File: config.mk
export PLATFORM = sky130hd
export DESIGN_NAME = mod_div_unit
export DESIGN_NICKNAME = d
export VERILOG_FILES = /design/src/rtl/mod_div_unit.sv
export SDC_FILE = /design/constraint.sdc
export NUM_CORES = 1
export LEC_CHECK = 0
export ABC_AREA = 1
export BUFFER_PORTS_ARGS = -buffer_cell sky130_fd_sc_hd__buf_2
export CORE_MARGIN = 5
export CORE_UTILIZATION = 35
export CTS_CLUSTER_DIAMETER = 80
export DETAILED_ROUTE_END_ITERATION = 7
export PLACE_DENSITY_LB_ADDON = 0.05
export SLEW_MARGIN = 40
export SYNTH_ARGS = -nofsm -noshare
export SYNTH_HDL_FRONTEND = slang
export SYNTH_SLANG_ARGS = --single-unit
File: constraint.sdc
create_clock -name CLK -period 2.2 [get_ports CLK]
set_input_delay 0.55 -clock CLK [delete_from_list [all_inputs] [get_ports CLK]]
set_output_delay 0.55 -clock CLK [all_outputs]
set_load 0.03 [all_outputs]
File: src/rtl/mod_div_unit.sv
// Sequential unsigned divider: remainder (and quotient) by repeated subtraction.
// Define MOD_DIV_QUOTIENT_EN to build the quotient counter; otherwise quotient is 0.
module mod_div_unit #(
   parameter int unsigned WIDTH = 8
) (
   input  logic             CLK,
   input  logic             reset,
   input  logic             start,
   input  logic [WIDTH-1:0] dividend,
   input  logic [WIDTH-1:0] divisor,
   output logic             busy,
   output logic             done,
   output logic             div_by_zero,
   output logic [WIDTH-1:0] remainder,
   output logic [WIDTH-1:0] quotient
);

   typedef enum logic [2:0] {
      IDLE = 3'd0,
      LOAD = 3'd1,
      COMP = 3'd2,
      SUB  = 3'd3,
      ASGN = 3'd4,
      DONE = 3'd5
   } state_t;

   state_t           state_q, state_d;
   logic [WIDTH-1:0] dvd_q, dvd_d;
   logic [WIDTH-1:0] dvs_q, dvs_d;
   logic [WIDTH-1:0] temp_q, temp_d;
   logic [WIDTH-1:0] diff_q, diff_d;
   logic [WIDTH-1:0] rem_q, rem_d;
   logic             dbz_q, dbz_d;
`ifdef MOD_DIV_QUOTIENT_EN
   logic [WIDTH-1:0] qcnt_q, qcnt_d;
   logic [WIDTH-1:0] quo_q, quo_d;
`endif

   always_ff @(posedge CLK or posedge reset) begin
      if (reset) begin
         state_q <= IDLE;
         dvd_q   <= '0;
         dvs_q   <= '0;
         temp_q  <= '0;
         diff_q  <= '0;
         rem_q   <= '0;
         dbz_q   <= 1'b0;
`ifdef MOD_DIV_QUOTIENT_EN
         qcnt_q  <= '0;
         quo_q   <= '0;
`endif
      end else begin
         state_q <= state_d;
         dvd_q   <= dvd_d;
         dvs_q   <= dvs_d;
         temp_q  <= temp_d;
         diff_q  <= diff_d;
         rem_q   <= rem_d;
         dbz_q   <= dbz_d;
`ifdef MOD_DIV_QUOTIENT_EN
         qcnt_q  <= qcnt_d;
         quo_q   <= quo_d;
`endif
      end
   end

   always_comb begin
      state_d = state_q;
      dvd_d   = dvd_q;
      dvs_d   = dvs_q;
      temp_d  = temp_q;
      diff_d  = diff_q;
      rem_d   = rem_q;
      dbz_d   = dbz_q;
`ifdef MOD_DIV_QUOTIENT_EN
      qcnt_d  = qcnt_q;
      quo_d   = quo_q;
`endif
      case (state_q)
         // DONE accepts a new request directly, skipping IDLE
         IDLE, DONE: begin
            if (start) begin
               dvd_d   = dividend;
               dvs_d   = divisor;
               state_d = LOAD;
            end
         end
         LOAD: begin
            temp_d  = dvd_q;
`ifdef MOD_DIV_QUOTIENT_EN
            qcnt_d  = '0;
`endif
            state_d = COMP;
         end
         COMP: begin
            if (dvs_q == '0) begin
               dbz_d   = 1'b1;
               rem_d   = dvd_q;
`ifdef MOD_DIV_QUOTIENT_EN
               quo_d   = '1;
`endif
               state_d = DONE;
            end else if (temp_q < dvs_q) begin
               dbz_d   = 1'b0;
               rem_d   = temp_q;
`ifdef MOD_DIV_QUOTIENT_EN
               quo_d   = qcnt_q;
`endif
               state_d = DONE;
            end else begin
               state_d = SUB;
            end
         end
         SUB: begin
            diff_d  = temp_q - dvs_q;
            state_d = ASGN;
         end
         ASGN: begin
            temp_d  = diff_q;
`ifdef MOD_DIV_QUOTIENT_EN
            qcnt_d  = qcnt_q + WIDTH'(1);
`endif
            state_d = COMP;
         end
         default: state_d = IDLE;
      endcase
   end

   assign busy        = (state_q == LOAD) || (state_q == COMP) ||
                        (state_q == SUB)  || (state_q == ASGN);
   assign done        = (state_q == DONE);
   assign div_by_zero = dbz_q;
   assign remainder   = rem_q;
`ifdef MOD_DIV_QUOTIENT_EN
   assign quotient    = quo_q;
`else
   assign quotient    = '0;
`endif

endmodule

==> flow_metrics.env <==
export IMPL_status="finished, final reports clean"
export IMPL_synth_distinct_cells=30
export IMPL_layout_nets=371
export IMPL_drv_cap=0
export IMPL_worst_ep_arrival_time_ns=2.09
export IMPL_leakagePower_nw=1.521
export IMPL_die_h_um=93.26
export IMPL_path_class="reg -> reg"
export IMPL_intPower_mw=2.257
export IMPL_hold_viol_final=0
export IMPL_synth_compound_area_frac=0.1031
export IMPL_synth_top_area_cell="dfrtp_1"
export IMPL_synthMuxAreaShare=0
export IMPL_fmax_mhz=523.4
export IMPL_row_count=30
export IMPL_gp_congestion=0.7952
export IMPL_grt_max_degree=28
export IMPL_design_area_sq_mm=0.002763
export IMPL_async_reset_ff_frac=1.000
export IMPL_fp_dieW_um=93.26
export IMPL_vias_per_cell=4.597
export IMPL_initial_utilization=0.3591
export IMPL_tightest_slew_ns=0.6763
export IMPL_finClkSkew_ns=0.01165
export IMPL_synth_yosys_seq_area_share=0.4538
export IMPL_first_global_vias=1923
export IMPL_period_needed_ns=1.911
export IMPL_worstSetupEndpointType="flip-flop"
export IMPL_fin_tns_setup_ns=0
export IMPL_drt_iter0_drc=91
export IMPL_syn_avg_cell_area_sq_um=7.877
export IMPL_vias=1949
export IMPL_htreeDepth=2
export IMPL_final_antenna_net_count=0
export IMPL_io_pins=38
export IMPL_synthSimpleGateAreaFrac=0.2759
export IMPL_clkPwrFrac=0.161
export IMPL_ys_flop_type="dfrtp_1"
export IMPL_synth_seq_cells=44
export IMPL_setup_slack_ns=0.2892
export IMPL_p_switching_mw=1.883
export IMPL_grt_pass1_wl_um=9542
export IMPL_slew_violations=0
export IMPL_clk_pin_slew_ns=0.09
export IMPL_synth_top_cell_area_share=0.4538
export IMPL_antenna_found_initial=0
export IMPL_hold_ws_ns=0.2447
export IMPL_min_period_over_period=0.8685
export IMPL_drc=0
export IMPL_syn_cell_area_sq_mm=0.002426
export IMPL_synth_adder_area_share=0.04951
export IMPL_multi_input_area_sq_mm=0.001087
export IMPL_synthCells=308
export IMPL_regArea_sq_mm=0.001101
export IMPL_hpwl_um=4450
export IMPL_areaGrowthSynthToFinish_pct=13.87
export IMPL_clock_path_buffers=2
export IMPL_cp_start_kind="flip-flop"
export IMPL_core_area_sq_mm=0.006756
export IMPL_p_comb_frac=0.485
export IMPL_sw_frac_of_total=0.4548
export IMPL_clock_latency_ns=0.30
export IMPL_hp_class="in -> async"
export IMPL_place_area_sq_mm=0.002641
export IMPL_cts_buffers=5
export IMPL_required_ns=2.38
export IMPL_synth_top_family_by_area="simple AND/OR/NAND/NOR gates"
export IMPL_max_slew_margin=0.5464
export IMPL_pwr_share_seq=0.353
export IMPL_cts_root_buffer="clkbuf_8"
export IMPL_synth_common_cells="91 x nand2_1, 44 x dfrtp_1, 36 x inv_1"
export IMPL_post_drt_wl_per_cell_um=13.25
export IMPL_postCtsHoldBufs=0
export IMPL_cts_setup_buffers=0
export IMPL_drive_gt1_frac=0.1831
export IMPL_overflow=0
export IMPL_fillers=731
export IMPL_crit_fanout=10
export IMPL_synth_most_common_cell="nand2_1"
export IMPL_rsz0062_at_grt="no"
export IMPL_power_density_mw_per_mm2=1498
export IMPL_synth_xor_area_share=0.007220
export IMPL_cts_sinks=44
export IMPL_diodes=0
export IMPL_synth_edff_count=0
export IMPL_drtPass1Iterations=4
export IMPL_power_mw=4.140
export IMPL_ys_warn_count=0
export IMPL_r2r_slack_ns=0.29
export IMPL_setup_violations=0
export IMPL_port_buffers=29
export IMPL_ir_drop_v=0.0004598
export IMPL_cts_resized=0
export IMPL_cts_tree="yes"
export IMPL_synth_area_top_cells="dfrtp_1 45%, nand2_1 14%, o21ai_0 5.8%"
export IMPL_routed_wl_um=5620
export IMPL_die_area_sq_mm=0.008697
export IMPL_post_place_ws_ns=0.2834
export IMPL_track_usage=0.1406
[power groups by stage]
stage                     Sequential, mW  Combinational, mW  Clock [mW]
after global routing                1.51               2.32       0.727
final                               1.46               2.01       0.668
after CTS                           1.47               2.04       0.686
after global placement              1.48               2.02           0
after detailed placement            1.48               2.03           0
after floorplan                     1.48               1.53           0
[worst max-delay path, cell delays in order, from the launching register on]
cell and delay (ns):
dfrtp_1 0.40, ha_1 0.23, fa_1 0.37, inv_1 0.07, nand2_1 0.06, nand2_1 0.08, nand3_1 0.11, nand2_1 0.15
nand2_4 0.11, nand2_4 0.13, nand3_1 0.08
[placed cells by master, fill, tap and decap left out]
cell and n:
a21oi_1 9, buf_12 1, buf_2 29, buf_4 5, bufinv_16 1, clkbuf_8 6
clkinv_1 1, clkinv_4 1, conb_1 8, dfrtp_1 44, fa_1 1, ha_1 8
inv_1 35, inv_2 4, nand2_1 91, nand2_2 3, nand2_4 2, nand3_1 18
nand3_2 1, nand3b_1 1, nor2_1 25, nor2_2 2, nor2_4 1, nor3_2 1
nor3_4 2, o21ai_0 28, o21ai_1 7, o21ai_2 2, o22ai_1 2, or2_1 1
or2_2 2, xnor2_1 1, xor2_1 1
[worst paths after layout]
path                           endpoint          from  cells after the start
min                            dvd_q[3]         reset                      2
max                          state_q[2]      dvs_q[0]                     10
max reg2reg                  state_q[2]      dvs_q[0]                     10
max in group asynchronous     diff_q[4]         reset                      3
min in group CLK               dvd_q[0]   dividend[0]                      3
min reg2reg                remainder[4]  remainder[4]                      2
[registers in the layout, indices dropped and copies added, names as in the netlist]
signal	cells
dvs_q	8
temp_q	8
dvd_q	8
remainder	8
diff_q	8
state_q	3
div_by_zero	1
[stage by stage]
| step | instances | util |
|---|---|---|
| floorplan | 315 | - |
| global placement | 416 | 0.3909 |
| detailed placement | 416 | 0.3909 |
| CTS | 424 | 0.4089 |
| global route | 424 | 0.4089 |
| finish | 424 | 0.4089 |
[logic make-up (layout without fill, tap and decap cells)]
group                    count (synthesis)  after routing
other                                    1              8
XOR/XNOR                                 2              2
buffers and inverters                   54             83
AO/OA/AOI/OAI                           48             48
flip-flops                              44             44
adder cells (fa/ha/maj)                  9              9
AND/OR/NAND/NOR                        150            150
[routing by layer]
metal	global-route usage	part of all wire	vias up
met4	0.04396	0.013	0
met1	0.1959	0.50	902
met3	0.02896	0.026	6
li1	-	-	1021
met2	0.2186	0.46	20
met5	0	0	-
[area by class of cell]
cell class                      count  area share
Sequential cell                    44      0.3986
Timing Repair Buffer               35     0.07337
Tap cell                           80     0.03623
Multi-Input combinational cell    217      0.3936
Clock buffer                        6     0.02989
Inverter                           40     0.05435
Clock inverter                      2     0.01404
(Power assumes the default switching activity.)
